<file path="config.mk">
export PLATFORM = sky130hd
export DESIGN_NAME = rf_wr_arbiter
export DESIGN_NICKNAME = d
export VERILOG_FILES = /design/src/rtl/rf_wr_arbiter_pkg.sv /design/src/rtl/rf_wr_arbiter_fifo.sv /design/src/rtl/rf_wr_arbiter.sv
export SDC_FILE = /design/constraint.sdc
export NUM_CORES = 1
export LEC_CHECK = 0
export CAP_MARGIN = 40
export CORE_UTILIZATION = 48
export CTS_CLUSTER_DIAMETER = 200
export CTS_CLUSTER_SIZE = 8
export DETAILED_ROUTE_END_ITERATION = 10
export PLACE_DENSITY = 0.76
export SYNTH_ARGS = -nofsm -noshare
export SYNTH_HDL_FRONTEND = slang
export SYNTH_SLANG_ARGS = --single-unit
export TNS_END_PERCENT = 10
</file>
<file path="constraint.sdc">
create_clock -name clk -period 2.88 [get_ports clk]
set_input_delay 0.576 -clock clk [delete_from_list [all_inputs] [get_ports clk]]
set_output_delay 0.576 -clock clk [all_outputs]
set_load 0.05 [all_outputs]
</file>
<file path="src/rtl/rf_wr_arbiter_pkg.sv">
// Shared types and constants for the register-file write-port arbiter.
`default_nettype none

package rf_wr_arbiter_pkg;

  localparam int REG_ADDR_W = 5;
  localparam int DATA_W     = 32;
  localparam logic [REG_ADDR_W-1:0] ZERO_REG = 5'd0;

  typedef struct packed {
    logic [REG_ADDR_W-1:0] addr;
    logic [DATA_W-1:0]     data;
  } wr_req_t;

endpackage

`default_nettype wire

</file>
<file path="src/rtl/rf_wr_arbiter_fifo.sv">
// rf_wr_fifo: buffered side-unit writes with occupancy tracking and a
// parallel register-address compare against the entries still pending.
`default_nettype none

module rf_wr_fifo
  import rf_wr_arbiter_pkg::*;
#(
  parameter int DEPTH = 4
) (
  input  logic                  clk,
  input  logic                  rst_n,
  input  logic                  i_push,
  input  wr_req_t               i_push_req,
  input  logic                  i_pop,
  output wr_req_t               o_head,
  output logic                  o_empty,
  output logic                  o_full,
  input  logic [REG_ADDR_W-1:0] i_q1,
  input  logic [REG_ADDR_W-1:0] i_q2,
  input  logic [REG_ADDR_W-1:0] i_q3,
  output logic                  o_hit1,
  output logic                  o_hit2,
  output logic                  o_hit3
);

  localparam int PTR_W = $clog2(DEPTH);

  wr_req_t          r_mem [DEPTH];
  logic [PTR_W-1:0] r_wr_ptr;
  logic [PTR_W-1:0] r_rd_ptr;
  logic [PTR_W:0]   r_count;
  logic [PTR_W-1:0] w_off;
  logic [DEPTH-1:0] w_valid;

  assign o_empty = (r_count == '0);
  assign o_full  = (r_count == (PTR_W+1)'(DEPTH));
  assign o_head  = r_mem[r_rd_ptr];

  always_ff @(posedge clk or negedge rst_n) begin
    if (!rst_n) begin
      r_wr_ptr <= '0;
      r_rd_ptr <= '0;
      r_count  <= '0;
    end else begin
      if (i_push) r_wr_ptr <= r_wr_ptr + 1'b1;
      if (i_pop)  r_rd_ptr <= r_rd_ptr + 1'b1;
      case ({i_push, i_pop})
        2'b10:   r_count <= r_count + 1'b1;
        2'b01:   r_count <= r_count - 1'b1;
        default: r_count <= r_count;
      endcase
    end
  end

  always_ff @(posedge clk) begin
    if (i_push) r_mem[r_wr_ptr] <= i_push_req;
  end

  // An entry is live if it lies within the occupied window and is not the
  // head retiring this cycle (the register file forwards that one itself).
  always_comb begin
    w_valid = '0;
    w_off   = '0;
    for (int i = 0; i < DEPTH; i++) begin
      w_off      = PTR_W'(i) - r_rd_ptr;
      w_valid[i] = ({1'b0, w_off} < r_count) && !(i_pop && (w_off == '0));
    end
  end

  always_comb begin
    o_hit1 = 1'b0;
    o_hit2 = 1'b0;
    o_hit3 = 1'b0;
    for (int i = 0; i < DEPTH; i++) begin
      if (w_valid[i]) begin
        if (r_mem[i].addr == i_q1) o_hit1 = 1'b1;
        if (r_mem[i].addr == i_q2) o_hit2 = 1'b1;
        if (r_mem[i].addr == i_q3) o_hit3 = 1'b1;
      end
    end
    if (i_q1 == ZERO_REG) o_hit1 = 1'b0;
    if (i_q2 == ZERO_REG) o_hit2 = 1'b0;
    if (i_q3 == ZERO_REG) o_hit3 = 1'b0;
  end

endmodule

`default_nettype wire

</file>
<file path="src/rtl/rf_wr_arbiter.sv">
// rf_wr_arbiter: shares the register-file write port between WB and a buffered
// side unit. Define RF_ARB_STATS_EN to add grant/starvation statistics outputs.
`default_nettype none

module rf_wr_arbiter
  import rf_wr_arbiter_pkg::*;
#(
  parameter int DEPTH        = 4,
  parameter int STARVE_LIMIT = 8,
  parameter int CNT_W        = 16
) (
  input  logic                  clk,
  input  logic                  rst_n,
  input  logic                  i_wb_wr,
  input  logic [REG_ADDR_W-1:0] i_wb_addr,
  input  logic [DATA_W-1:0]     i_wb_data,
  input  logic                  i_b_valid,
  output logic                  o_b_ready,
  input  logic [REG_ADDR_W-1:0] i_b_addr,
  input  logic [DATA_W-1:0]     i_b_data,
  input  logic [REG_ADDR_W-1:0] i_rd_addr1,
  input  logic [REG_ADDR_W-1:0] i_rd_addr2,
  output logic                  o_busy1,
  output logic                  o_busy2,
  output logic                  o_stall_req,
  output logic                  o_rf_wr,
  output logic [REG_ADDR_W-1:0] o_rf_addr,
  output logic [DATA_W-1:0]     o_rf_data
`ifdef RF_ARB_STATS_EN
  ,
  output logic [CNT_W-1:0]      o_b_grant_cnt,
  output logic [CNT_W-1:0]      o_starve_cnt
`endif
);

  localparam int SCW = (STARVE_LIMIT > 1) ? $clog2(STARVE_LIMIT) : 1;
  localparam logic [SCW-1:0] c_STARVE_MAX = SCW'(STARVE_LIMIT - 1);

  if (DEPTH < 2 || (DEPTH & (DEPTH - 1)) != 0 || STARVE_LIMIT < 1 || CNT_W < 1) begin : g_param_check
    $error("rf_wr_arbiter: illegal parameter value");
  end

  wr_req_t        w_head;
  logic           w_empty;
  logic           w_full;
  logic           w_hit_wb;
  logic           w_wbreq;
  logic           w_head_gnt;
  logic           w_wb_gnt;
  logic           w_bypass;
  logic           w_push;
  logic [SCW-1:0] r_starve;
  logic           r_stall_req;

  assign w_wbreq    = i_wb_wr && (i_wb_addr != ZERO_REG);
  assign w_head_gnt = rst_n && !w_empty && (r_stall_req || !w_wbreq);
  assign w_wb_gnt   = rst_n && w_wbreq && !(r_stall_req && !w_empty);
  assign w_bypass   = rst_n && w_empty && !w_wbreq && i_b_valid && (i_b_addr != ZERO_REG);
  assign w_push     = i_b_valid && !w_full && (i_b_addr != ZERO_REG) && !w_bypass;

  assign o_b_ready   = !w_full;
  assign o_stall_req = r_stall_req;

  always_comb begin
    o_rf_wr   = 1'b0;
    o_rf_addr = ZERO_REG;
    o_rf_data = '0;
    if (w_head_gnt) begin
      o_rf_wr   = 1'b1;
      o_rf_addr = w_head.addr;
      o_rf_data = w_head.data;
    end else if (w_wb_gnt) begin
      o_rf_wr   = 1'b1;
      o_rf_addr = i_wb_addr;
      o_rf_data = i_wb_data;
    end else if (w_bypass) begin
      o_rf_wr   = 1'b1;
      o_rf_addr = i_b_addr;
      o_rf_data = i_b_data;
    end
  end

  rf_wr_fifo #(.DEPTH(DEPTH)) u_fifo (
    .clk        (clk),
    .rst_n      (rst_n),
    .i_push     (w_push),
    .i_push_req ({i_b_addr, i_b_data}),
    .i_pop      (w_head_gnt),
    .o_head     (w_head),
    .o_empty    (w_empty),
    .o_full     (w_full),
    .i_q1       (i_rd_addr1),
    .i_q2       (i_rd_addr2),
    .i_q3       (i_wb_addr),
    .o_hit1     (o_busy1),
    .o_hit2     (o_busy2),
    .o_hit3     (w_hit_wb)
  );

  // Starvation: stall is requested on the STARVE_LIMIT-th consecutive cycle
  // the head is passed over, and held until the FIFO has been seen empty.
  always_ff @(posedge clk or negedge rst_n) begin
    if (!rst_n) begin
      r_starve    <= '0;
      r_stall_req <= 1'b0;
    end else begin
      if (w_empty || w_head_gnt) begin
        r_starve <= '0;
      end else if (r_starve != c_STARVE_MAX) begin
        r_starve <= r_starve + 1'b1;
      end
      if (w_empty) begin
        r_stall_req <= 1'b0;
      end else if (!w_head_gnt && (r_starve == c_STARVE_MAX)) begin
        r_stall_req <= 1'b1;
      end
    end
  end

`ifdef RF_ARB_STATS_EN
  logic [CNT_W-1:0] r_b_grant_cnt;
  logic [CNT_W-1:0] r_starve_cnt;

  always_ff @(posedge clk or negedge rst_n) begin
    if (!rst_n) begin
      r_b_grant_cnt <= '0;
      r_starve_cnt  <= '0;
    end else begin
      if ((w_head_gnt || w_bypass) && (r_b_grant_cnt != '1)) r_b_grant_cnt <= r_b_grant_cnt + 1'b1;
      if (r_stall_req && (r_starve_cnt != '1)) r_starve_cnt <= r_starve_cnt + 1'b1;
    end
  end

  assign o_b_grant_cnt = r_b_grant_cnt;
  assign o_starve_cnt  = r_starve_cnt;
`endif

`ifndef SYNTHESIS
  a_no_wb_during_stall: assert property (@(posedge clk) disable iff (!rst_n)
    !(r_stall_req && i_wb_wr));
  a_no_wb_to_pending: assert property (@(posedge clk) disable iff (!rst_n)
    !(w_wbreq && w_hit_wb));
`endif

endmodule

`default_nettype wire

</file>
**Word-level counts from Yosys, hierarchy flattened**

Memory sizes are Yosys's and may differ from the RTL's.
Cells that the tools add are included.

- Add/subtract/negate cells: 9
- Magnitude comparators: 4
- Equality and inequality tests: 13
- Mux-type cells: 34
- Reductions and logical operators: 46

Operator list:

| kind | count |
|---|---|
| $mux W32 | 3 |
| $eq A5 B5 Y1 | 8 |
| $mux W1 | 25 |
| $logic_and A1 B1 Y1 | 22 |
| $mux W5 | 3 |
| $lt A2 B3 Y1 | 4 |
| $logic_not A1 Y1 | 10 |
| $logic_not A5 Y1 | 2 |
| $reduce_bool A5 Y1 | 2 |
| $logic_not A2 Y1 | 4 |
| $add A3 B1 Y3 const B | 2 |
| $eq A3 B3 Y1 const B | 2 |
| $mux W3 | 2 |
| $pmux W3 S2 | 1 |
| $reduce_bool A2 Y1 | 3 |
| $add A2 B1 Y2 const B | 2 |
| $sub A1 B2 Y2 const A | 2 |
| $sub A2 B2 Y2 const A | 2 |
| $logic_not A3 Y1 | 1 |
| $ne A3 B3 Y1 const B | 1 |
| $sub A3 B1 Y3 const B | 1 |
| $eq A2 B1 Y1 const B | 1 |
| $eq A2 B2 Y1 const B | 1 |
| $logic_or A1 B1 Y1 | 2 |

- Flip-flop bits (word level): 11
- RAM bits: 148
- Bits of input ports: 88
- Output and inout bits: 42
- Word-level logic and storage cells: 112
- Memories kept: 1

Memory list:

| name | words | bits a word | rd ports | clocked after memory_dff | write ports | RTL line | text |
|---|---|---|---|---|---|---|---|
| u_fifo.r_mem | 4 | 37 | 5 | 0 | 1 | rf_wr_arbiter_fifo.sv:28 | `wr_req_t r_mem [DEPTH];` |

**Longest topological paths before layout**

- Word-level depth: 16
- Mapped depth: 12
- Mapped depth without buffers: 11

**Modules after synthesis**

Synthesis repeated with hierarchy kept, for this count alone.

- Cell total of the unflattened synthesis: 501
- Area total of the unflattened synthesis: 7832.5 µm²

By module, submodules not included:

| module | instances | cells an instance | area each (µm²) |
|---|---|---|---|
| rf_wr_fifo | 1 | 369 | 6725.2 |
| rf_wr_arbiter | 1 | 132 | 1107.3 |

**Worst setup path after synthesis**

No wires, ideal clock.

- Path kind: flip-flop to output port
- From: reg u_fifo.r_rd_ptr[1]
- To: out o_busy1
- Data arrival time: 3.268 ns
- Required time: 2.304 ns
- Setup slack: -0.964 ns
- Stages on the path, launching flop included: 12
- Buffers on the path: 2
- Cell sequence: dfrtp_1 clkbuf_1 buf_1 inv_1 ha_1 inv_1 ha_1 nor2b_1 a22o_1 a41oi_1 a22oi_1 a31oi_1

- Cells in the longest elaborated chain, start to end: 13

Ends and longest elaborated chain:

| item | RTL line | text |
|---|---|---|
| from (decl) | rf_wr_arbiter_fifo.sv:30 | `logic [PTR_W-1:0] r_rd_ptr;` |
| from (signal assigned) | rf_wr_arbiter_fifo.sv:46 | `if (i_pop) r_rd_ptr <= r_rd_ptr + 1'b1;` |
| branches (longest 11 deep; another with $lt A2 B3 Y1) | n/a |  |
| $mux W1 * | rf_wr_arbiter_fifo.sv:75 | `if (w_valid[i]) begin` |
| $mux W1 * | rf_wr_arbiter_fifo.sv:81 | `if (i_q1 == ZERO_REG) o_hit1 = 1'b0;` |
| to (decl) | rf_wr_arbiter.sv:23 | `output logic o_busy1,` |

Mark *: on every way between the ends.

**Final worst setup path**

- From: in i_wb_addr[2]
- To: out o_rf_data[8]

- Cells in the longest elaborated chain, start to end: 9

Ends and longest elaborated chain:

| item | RTL line | text |
|---|---|---|
| from (decl) | rf_wr_arbiter.sv:15 | `input logic [REG_ADDR_W-1:0] i_wb_addr,` |
| $reduce_bool A5 Y1 * | rf_wr_arbiter.sv:55 | `assign w_wbreq = i_wb_wr && (i_wb_addr != ZERO_REG);` |
| $logic_and A1 B1 Y1 * | rf_wr_arbiter.sv:55 |  |
| $logic_not A1 Y1 | rf_wr_arbiter.sv:56, rf_wr_arbiter.sv:58 |  |
| $logic_and A1 B1 Y1 (3 in series) | rf_wr_arbiter.sv:58 | `assign w_bypass = rst_n && w_empty && !w_wbreq && i_b_valid && (i_b_addr != ZERO_REG);` |
| $mux W32 | rf_wr_arbiter.sv:76 | `end else if (w_bypass) begin` |
| $mux W32 | rf_wr_arbiter.sv:72 | `end else if (w_wb_gnt) begin` |
| $mux W32 * | rf_wr_arbiter.sv:68 | `if (w_head_gnt) begin` |
| to (decl) | rf_wr_arbiter.sv:28 | `output logic [DATA_W-1:0] o_rf_data` |

Every way passes the cells marked *; elsewhere a longest branch is shown, timed or not.

==> Implementation_results.wiki <==
{| class="wikitable"
! Metric !! Value
|-
| Outcome || finished with violations
|-
| Failing checks || negative setup slack
|-
| Warnings, synthesis || 0
|-
| Effective utilization at floorplan || 0.491
|-
| Fraction of the cycle the final worst path needs || 1.08
|-
| Worst Setup Slack post-DPL || -511 ps
|-
| Clock transition at the registers of the reported paths || ~70 ps
|-
| Die outline width || 126 um
|-
| Unrepaired setup endpoints after global routing || yes
|-
| Share of synthesized area occupied by flip-flops and latches || 0.635
|-
| Number of sinks driven by the clock tree || 159
|-
| Placer congestion estimate || roughly 0.81
|-
| Instance area at placement || slightly below 10,000 um2
|-
| Wire length of the first global-routing pass || 29,200 um
|-
| Nature of the critical path startpoint || input pin
|-
| Number of DRC markers in iteration 0 || 339
|-
| H-tree lvl count || 4
|-
| Data arrival time at the worst-slack endpoint || 2550 ps
|-
| Type of element capturing the critical path || output pin
|-
| Library cell contributing the largest single delay on the critical path || or4_4
|-
| Worst IR Drop VDD || 0.505 mV
|-
| Antenna violations before repair || 0
|-
| DPL Wire Length || ~12,000 um
|-
| Tightest Pin Transition || 504 ps
|-
| NumNets Final || 734
|-
| Total via count after detailed routing || slightly below 5,000
|-
| Total CTS buffers || 17
|-
| Share of post-route cells with drive strength above 1 || 0.348
|-
| I/O pin total || 130
|-
| # placed instances || 790
|-
| Cell count of the worst reg-to-reg path || 13
|-
| Area growth, synth to finish || 43.8%
|-
| Cell-by-cell trace of the critical path || buf_6 > or4_4 > o21ai_4 > and4_4 > nor3b_4 > buf_6 > buf_12 > buf_12 > a21o_1 > buf_12
|-
| Final non-filler cell area || 10,700 um2
|-
| Final setup skew || 8.49 ps
|-
| CTS Buffer Depth || 2
|-
| Final routed wire length divided by cell count || between 20 and 25 um
|-
| Kind of path behind the tightest hold check || in -> async
|-
| First-pass iteration count of the detailed router || 5
|-
| Most frequent cell on the critical path || buf_12
|-
| Leftover overflow at the end of global routing || 0
|-
| Max-cap violations || 0
|-
| Placeable Area || roughly 15,000 um2
|-
| Post-DRT Antenna Nets || 0
|-
| Height of the die || 126 um
|-
| Filler-free cell count of the finished design || between 800 and 900
|-
| Endpoint required time on the critical path || 2300 ps
|-
| Synthesized area divided by synthesized cell count || 16.4 um2
|-
| Total power density per cell area || 915 nW/um2
|-
| Area of the die || 16,000 um2
|-
| Final worst-path setup slack || -244 ps
|-
| Max-slew violation count || 0
|-
| Final-layout setup total negative slack || -7950 ps
|-
| Mapped Cells || 453
|-
| Post-route worst hold slack || around 160 ps
|-
| Cell leakage power || 3.98 nW
|-
| Pin count of the biggest net entering global routing || 43
|-
| Relative slew slack || 0.663
|-
| Number of inserted filler cells in the final layout || 940
|-
| Crit-path max FO || 6
|-
| Global-route usage over all layers || 0.248
|-
| Buffers on Ports || 129
|-
| DRC Markers || 0
|-
| Final antenna diode count || 0
|-
| TritonCTS clock tree || built
|-
| Via count of the first global-routing pass || 5,040
|-
| Slowest cell delay on critical path || 540 ps
|-
| Final critical-path required period || 3120 ps
|-
| Site row count || 45
|-
| Synthesized netlist net count || 557
|-
| Via density per instance || 5.88
|-
| Later-pin clock latency in the skew report || between 400 and 500 ps
|-
| Highest attainable clock frequency || about 0.32 GHz
|-
| Worst Setup Path Type || in -> out
|-
| Synthesized cell area || 7430 um2
|-
| Final Hold Vio Count || 0
|-
| Final WL || 18,700 um
|-
| Library cells used by synthesis || 44
|-
| Final number of setup-violating endpoints || 39
|-
| Clock root buffer master || clkbuf_16
|-
| Register bit total from synthesis || 159
|}
[power breakdown]
group	internal (W)	switching [W]
clock	0.00131	0.000949
sequential	0.00306	0.000207
combinational	0.00205	0.00221
[final cells by class]
type	count	area [um2]	share of cell area
flip-flops and latches	159	4720	0.442
multi-input cells	250	2730	0.255
repair buffers	189	2350	0.220
clock buffers	17	425	0.0398
well taps	188	235	0.0220
clock inverters	15	181	0.0170
inverters	13	48.8	0.00457
[registers in the layout, indices dropped and copies added, names as in the netlist]
register and cells:
u_fifo.r_mem 148, r_starve 3, u_fifo.r_count 3, u_fifo.r_rd_ptr 2, u_fifo.r_wr_ptr 2, o_stall_req 1
[cells in the mapped netlist, drive strengths merged]
| master | number | area [um2] |
|---|---|---|
| ha | 15 | 188 |
| inv | 13 | 48.8 |
| nor3 | 12 | 60.1 |
| dfrtp | 11 | 275 |
| nor2 | 16 | 60.1 |
| xor2 | 20 | 175 |
| edfxtp | 148 | 4440 |
| a21o | 32 | 243 |
| a41oi | 2 | 17.5 |
| a22o | 33 | 289 |
| a21oi | 3 | 15.0 |
| xnor2 | 26 | 228 |
| o21ai | 6 | 33.8 |
| clkbuf | 17 | 63.8 |
| a21boi | 1 | 7.51 |
| buf | 14 | 93.8 |
| nor3b | 2 | 26.3 |
| nand2 | 2 | 7.51 |
| mux4 | 37 | 833 |
| o211ai | 2 | 15.0 |
| a211o | 2 | 17.5 |
| or4 | 4 | 33.8 |
| o21a | 1 | 7.51 |
| mux2 | 1 | 11.3 |
| a31oi | 3 | 18.8 |
| nor2b | 2 | 12.5 |
| and2 | 4 | 25.0 |
| a211oi | 1 | 7.51 |
| nand3 | 11 | 60.1 |
| and4 | 1 | 8.76 |
| a221oi | 5 | 43.8 |
| mux2i | 2 | 20.0 |
| nand2b | 1 | 6.26 |
| a22oi | 2 | 15.0 |
| fa | 1 | 20.0 |
[critical path, delay by kind of cell]
family / cells / cell delay (ps)
buf+inv: 5 / 640
simple gates: 3 / 990
compound gates: 2 / 330
[final timing paths]
| check | start | slack (ps) | end |
|---|---|---|---|
| hold / removal | rst_n | 160 | u_fifo.r_count[2] |
| min in group clk | u_fifo.r_count[1] | 530 | u_fifo.r_count[1] |
| setup reg to reg | u_fifo.r_count[0] | 180 | u_fifo.r_count[2] |
| setup / recovery | i_wb_addr[2] | -240 | o_rf_data[8] |
| max in group asynchronous | rst_n | 2550 | u_fifo.r_rd_ptr[1] |
| hold reg to reg | u_fifo.r_count[1] | 530 | u_fifo.r_count[1] |
[cell usage in the layout (no fill, tap or decap), types with 4 or more instances in the layout]
cell / n
clkinv_4: 4
nor2_4: 6
dfrtp_1: 8
buf_4: 40
a22o_1: 33
buf_12: 51
o21ai_0: 4
a21o_4: 4
and2_2: 4
ha_1: 14
nor3_1: 12
buf_6: 6
nor2_1: 10
dlygate4sd2_1: 6
inv_2: 6
clkdlybuf4s50_1: 78
inv_1: 7
a21o_2: 9
edfxtp_1: 148
clkbuf_16: 17
a221oi_2: 5
xnor2_1: 26
xor2_1: 20
a21o_1: 19
mux4_2: 37
nand3_1: 9
[through the flow]
step | util | total power [W]
floorplan | - | 0.00577
global placement | 0.649 | 0.00734
detailed placement | 0.649 | 0.00743
CTS | 0.704 | 0.00983
global route | 0.706 | 0.0102
finish | 0.706 | 0.00978
[what timing repair did]
action                                  CTS  global route
pin swaps                                28             3
hold buffers                              0             0
resized for setup                        56             5
cloned                                    3             0
endpoints found under the setup margin   41            40
setup buffers                             4             2
[cell families (layout without fill, tap and decap cells)]
group | after synthesis | in the layout | share of synthesized area
adders and majority gates | 16 | 16 | 0.0279
DFF | 159 | 159 | 0.635
muxes | 40 | 40 | 0.116
and+or+nand+nor | 55 | 55 | 0.0404
AOI/OAI and AO/OA | 93 | 93 | 0.0983
buffers and inverters | 44 | 234 | 0.0278
xor gates and xnor gates | 46 | 46 | 0.0542
[per-layer routing]
metal	GRT usage	vias up	routed length (um)
li1	-	2150	-
met1	0.319	2507	7630
met2	0.430	207	9860
met3	0.0434	22	959
met4	0.0801	0	296
met5	0	-	0
Power figures use the tool's default switching activity.
